$ cat src/rtl/calc_disp_pkg.sv
// Shared types and constants for the calculator display path.
// Imported by the BCD converter and the digit scanner.
package calc_disp_pkg;

    localparam logic [3:0] BLANK_DIGIT = 4'hF;
    localparam int         MAX_DISPLAY = 9999;

    typedef enum logic [1:0] {
        IDLE,
        CONVERT,
        COMMIT
    } state_e;

    typedef logic [3:0]  bcd_t;
    typedef bcd_t [3:0]  disp_t;

endpackage

$ cat src/rtl/digit_scanner.sv
// Free-running multiplexer that walks the display register one digit
// at a time, holding each position for SCAN_DIV clocks.
module digit_scanner
    import calc_disp_pkg::*;
#(
    parameter int SCAN_DIV = 1000,
    parameter int DIGITS   = 4
) (
    input  logic              clk,
    input  logic              rst_n,
    input  disp_t             disp_i,
    output bcd_t              digit_o,
    output logic [DIGITS-1:0] sel_o
);

    localparam int CNT_W = $clog2(SCAN_DIV);

    logic [CNT_W-1:0]  cnt_q, cnt_d;
    logic [1:0]        idx_q, idx_d;
    bcd_t              digit_q, digit_d;
    logic [DIGITS-1:0] sel_q, sel_d;
    logic              wrap;

    // digit tracks the display every cycle so a commit shows up one
    // clock later without touching the scan position.
    always_comb begin
        wrap    = (cnt_q == CNT_W'(SCAN_DIV - 1));
        cnt_d   = wrap ? '0 : cnt_q + 1'b1;
        idx_d   = wrap ? idx_q + 1'b1 : idx_q;
        digit_d = disp_i[idx_d];
        sel_d   = DIGITS'(1) << idx_d;
    end

    always_ff @(posedge clk or negedge rst_n) begin
        if (!rst_n) begin
            cnt_q   <= '0;
            idx_q   <= '0;
            digit_q <= BLANK_DIGIT;
            sel_q   <= DIGITS'(1);
        end else begin
            cnt_q   <= cnt_d;
            idx_q   <= idx_d;
            digit_q <= digit_d;
            sel_q   <= sel_d;
        end
    end

    assign digit_o = digit_q;
    assign sel_o   = sel_q;

endmodule

$ cat src/rtl/bcd_scan_driver.sv
// Sequential binary-to-BCD converter (shift-and-add-3) feeding a
// blanked display register that a free-running scanner multiplexes.
module bcd_scan_driver
    import calc_disp_pkg::*;
#(
    parameter int DIGITS   = 4,
    parameter int VAL_W    = 14,
    parameter int SCAN_DIV = 1000
) (
    input  logic              clk,
    input  logic              rst_n,
    input  logic [VAL_W-1:0]  value,
    input  logic              load,
    output logic              busy,
    output logic              overflow,
    output logic [3:0]        digit,
    output logic [DIGITS-1:0] digit_sel
);

    localparam int CW = $clog2(VAL_W);

    state_e           state_q, state_d;
    logic [VAL_W-1:0] bin_q, bin_d;
    disp_t            bcd_q, bcd_d;
    logic [CW-1:0]    bcnt_q, bcnt_d;
    logic             ovf_pend_q, ovf_pend_d;
    disp_t            disp_q, disp_d;
    logic             ovf_q, ovf_d;
    disp_t            adj;
    disp_t            blanked;
    logic             seen;

    always_comb begin
        adj = bcd_q;
        for (int i = 0; i < 4; i++) begin
            if (bcd_q[i] >= 4'd5) adj[i] = bcd_q[i] + 4'd3;
        end
    end

    // Zeros above the leading nonzero digit blank; digit 0 always shows.
    always_comb begin
        blanked = bcd_q;
        seen    = 1'b0;
        for (int i = 3; i >= 1; i--) begin
            if (bcd_q[i] != 4'd0) seen = 1'b1;
            if (!seen) blanked[i] = BLANK_DIGIT;
        end
        if (ovf_pend_q) blanked = {4{BLANK_DIGIT}};
    end

    always_comb begin
        state_d    = state_q;
        bin_d      = bin_q;
        bcd_d      = bcd_q;
        bcnt_d     = bcnt_q;
        ovf_pend_d = ovf_pend_q;
        disp_d     = disp_q;
        ovf_d      = ovf_q;
        unique case (state_q)
            IDLE: begin
                if (load) begin
                    bin_d      = value;
                    bcd_d      = '0;
                    bcnt_d     = CW'(VAL_W - 1);
                    ovf_pend_d = (value > VAL_W'(MAX_DISPLAY));
                    state_d    = CONVERT;
                end
            end
            CONVERT: begin
                {bcd_d, bin_d} = {adj, bin_q} << 1;
                bcnt_d         = bcnt_q - 1'b1;
                if (bcnt_q == '0) state_d = COMMIT;
            end
            COMMIT: begin
                disp_d  = blanked;
                ovf_d   = ovf_pend_q;
                state_d = IDLE;
            end
            default: state_d = IDLE;
        endcase
    end

    always_ff @(posedge clk or negedge rst_n) begin
        if (!rst_n) begin
            state_q    <= IDLE;
            bin_q      <= '0;
            bcd_q      <= '0;
            bcnt_q     <= '0;
            ovf_pend_q <= 1'b0;
            disp_q     <= {4{BLANK_DIGIT}};
            ovf_q      <= 1'b0;
        end else begin
            state_q    <= state_d;
            bin_q      <= bin_d;
            bcd_q      <= bcd_d;
            bcnt_q     <= bcnt_d;
            ovf_pend_q <= ovf_pend_d;
            disp_q     <= disp_d;
            ovf_q      <= ovf_d;
        end
    end

    assign busy     = (state_q != IDLE);
    assign overflow = ovf_q;

    digit_scanner #(
        .SCAN_DIV (SCAN_DIV),
        .DIGITS   (DIGITS)
    ) u_scan (
        .clk     (clk),
        .rst_n   (rst_n),
        .disp_i  (disp_q),
        .digit_o (digit),
        .sel_o   (digit_sel)
    );

endmodule

$ cat config.mk
export PLATFORM = sky130hd
export DESIGN_NAME = bcd_scan_driver
export DESIGN_NICKNAME = d
export VERILOG_FILES = /design/src/rtl/calc_disp_pkg.sv /design/src/rtl/digit_scanner.sv /design/src/rtl/bcd_scan_driver.sv
export SDC_FILE = /design/constraint.sdc
export NUM_CORES = 1
export LEC_CHECK = 0
export CAP_MARGIN = 20
export CORE_MARGIN = 2
export CORE_UTILIZATION = 50
export CTS_CLUSTER_SIZE = 30
export DETAILED_ROUTE_END_ITERATION = 12
export PLACE_DENSITY = 0.74
export SYNTH_ARGS = -nofsm -noshare
export SYNTH_HDL_FRONTEND = slang
export SYNTH_SLANG_ARGS = --single-unit
$ cat constraint.sdc
create_clock -name clk -period 1.6 [get_ports clk]
set_clock_uncertainty 0.1 [all_clocks]
set_input_delay 0.24 -clock clk [delete_from_list [all_inputs] [get_ports clk]]
set_output_delay 0.24 -clock clk [all_outputs]
set_load 0.005 [all_outputs]
==> impl_metrics.tcl <==
set metrics [dict create \
    status "finished with violations" \
    violations "setup timing" \
    wl_um 7950 \
    dp_slack_ps -205.3 \
    grt_pass1_vias 2967 \
    fin_total_pwr_w 0.008002 \
    final_max_slew_viol_count 0 \
    dpl_cell_area_um2 4417 \
    ys_seq_area_share_pct 49.83 \
    synth_area_per_cell_um2 10.27 \
    clk_latency_ps 350 \
    critPathRequiredTime_ps 1730 \
    path_cells "ha_2 -> and4b_2 -> nand4_4 -> xor2_4 -> inv_1" \
    yosys_warnings 0 \
    postLayoutCellArea_um2 4866 \
    dp_hpwl_um 5396 \
    end_kind "flop" \
    path_class "flop to flop" \
    p_per_area_nw_per_um2 1645 \
    cts_sinks 74 \
    portBuffers 26 \
    ir_drop_mv 1.012 \
    initial_core_util_pct 51.68 \
    critical-path-top-delay-family "simple AND/OR/NAND/NOR gates" \
    leakagePower_nw 2.129 \
    syn_nets 396 \
    drt_first_iter_violations 153 \
    grt_first_pass_wirelength_um 13810 \
    antenna_found_initial 0 \
    worst_pin_slew_ps 450.8 \
    diodes 0 \
    numCtsBuffers 9 \
    drive_above_1_share_pct 32.29 \
    ios 27 \
    layout_common_cells "nand2_1 (58), dfrtp_1 (50), buf_4 (49)" \
    max-cap-violations 0 \
    synth_top_area_share_pct 35.19 \
    clkTransAtPathRegs_ps 80 \
    cts-root-buf "clkbuf_8" \
    final.period_utilization_pct 102.5 \
    die_area_um2 8247 \
    synth_top_area_cell "dfrtp_1" \
    gp_congestion 0.7894 \
    wire_per_inst_um 14.59 \
    synth_edf_count 0 \
    hold_viol 0 \
    setup_ws_ps -40.38 \
    fin_crit_ps 1640 \
    slowest_delay_ps 370 \
    clockBufferDepth 2 \
    ant_nets 0 \
    syn2layout_area_growth_pct 29.12 \
    grt_max_degree 49 \
    track_usage_pct 20.99 \
    vias 2950 \
    ctsHtreeMaxLevel 3 \
    crit_slowest_cell "dfrtp_1" \
    synth.cell_area_um2 3769 \
    hp-class "input pin to async pin" \
    setup_viol 8 \
    synth-seq-cells 74 \
    syn_inst 367 \
    cts_tree "built" \
    async_flop_share_pct 100.0 \
    fmax_ghz 0.6096 \
    crit_fanout 5 \
    synthFlopType "dfrtp_1" \
    synthDistinctLibCells 51 \
    drt-vias-per-instance 5.413 \
    final_core_util_pct 66.73 \
    finalSetupTns_ps -225.9 \
    drc 0 \
    num_rows 31 \
    slew_headroom_pct 69.81 \
    final_nets 470 \
    die_y_um 90.82 \
    final_common_cell "nand2_1" \
    fp.dieW_um 90.82 \
    nFillCells 590 \
    core_area_um2 7292 \
    grt-ovfl-total 0 \
    critPathLaunchType "flop" \
    rsz0062_at_grt "yes" \
    arrival_ps 1770 \
    firstDrtPassIters 5 \
    synth_area_leaders "dfrtp_1 (35%), dfstp_2 (15%), nand2_1 (5.8%), ha_1 (4.0%), o21ai_0 (3.6%)" \
    critPathBufInv 1 \
]
## kinds of logic after synthesis
family          after synthesis  share of synthesized area (%)
simple gates                137                          17.83
buf+inv                      34                          4.250
xor+xnor                     13                          3.021
fa+ha+maj                    12                          3.984
compound gates               80                          13.08
flops                        74                          49.83
mux                          17                          8.001
## area by class of cell
cell class / count / area [um2] / share of cell area, %
multi-input cells: 260 / 1908 / 39.21
flip-flops and latches: 74 / 1882 / 38.67
repair buffers: 82 / 733.2 / 15.07
clock buffers: 13 / 148.9 / 3.060
well taps: 99 / 123.9 / 2.546
inverters: 14 / 55.05 / 1.131
clock inverters: 3 / 15.01 / 0.3086
## power breakdown
part           internal, W  total [W]  switching [W]
sequential         0.00271    0.00329       0.000581
clock             0.000600    0.00126       0.000658
combinational      0.00187    0.00345        0.00158
total              0.00518    0.00800        0.00282
## layer usage
metal,GRT usage [%],up-vias,share of wire (%)
met5,0,-,0
met4,8.333,0,1.7
met2,34.70,50,50
met3,4.257,13,3.0
li1,-,1442,-
met1,27.23,1445,45
## through the flow
| stage | hold WS (ps) | cells |
|---|---|---|
| finish | 310.4 | 545 |
| global route | 333.4 | 545 |
| CTS | 323.2 | 534 |
| detailed placement | 148.7 | 512 |
| global placement | 151.2 | 512 |
| floorplan | -155.6 | 367 |
## cell usage after synthesis (all sizes together) (2+ instances only)
cell type / count
nor3: 2
nor3b: 6
o22a: 3
inv: 14
xnor2: 7
o21ai: 32
nand2b: 7
a21oi: 12
nor2: 28
and2: 2
mux2: 7
mux4: 8
xor2: 6
nor2b: 5
mux2i: 2
ha: 12
o31ai: 6
buf: 12
nor4: 2
dfstp: 21
nand3: 16
a31oi: 15
clkbuf: 8
a22oi: 2
nand4: 2
a32o: 4
and3: 3
dfrtp: 53
o2bb2ai: 2
a31o: 2
nand2: 58
## worst min-delay path, stage by stage
cell           delay (ps)
dlygate4sd3_1         520
buf_2                 160
buf_12                190
## path summary, 6_finish.rpt
kind                       cells past startpoint  slack, ps                   endpoint                      start
max                                            5        -40  u_scan.idx_q[0]$_DFF_PN0_  u_scan.cnt_q[1]$_DFF_PN0_
max reg2reg                                    5        -40  u_scan.idx_q[0]$_DFF_PN0_  u_scan.cnt_q[1]$_DFF_PN0_
min in group clk                               3        330       bin_q[0]$_DFFE_PN0P_                   value[0]
min reg2reg                                    2        370     disp_q[10]$_DFFE_PN1N_     disp_q[10]$_DFFE_PN1N_
min                                            3        310       overflow$_DFFE_PN0N_                      rst_n
max in group asynchronous                      3        760      disp_q[5]$_DFFE_PN1N_                      rst_n
## flip-flops by register name (all words and copies together), names as in the netlist
signal          flops
bcd_q              16
bcnt_q              4
bin_q              14
disp_q             16
overflow            1
ovf_pend_q          1
state_q             2
u_scan.cnt_q       10
u_scan.digit_o      4
u_scan.idx_q        2
u_scan.sel_o        4
## what timing repair did
item / in CTS / in global routing
gates cloned: 1 / 0
pin swaps: 6 / 14
setup buffers: 4 / 11
endpoints found under the hold margin: 62 / 0
hold buffers: 1 / 0
gates resized for setup: 19 / 35
setup endpoints to repair: 27 / 42
Note: power is estimated with default switching activity, not from simulation.
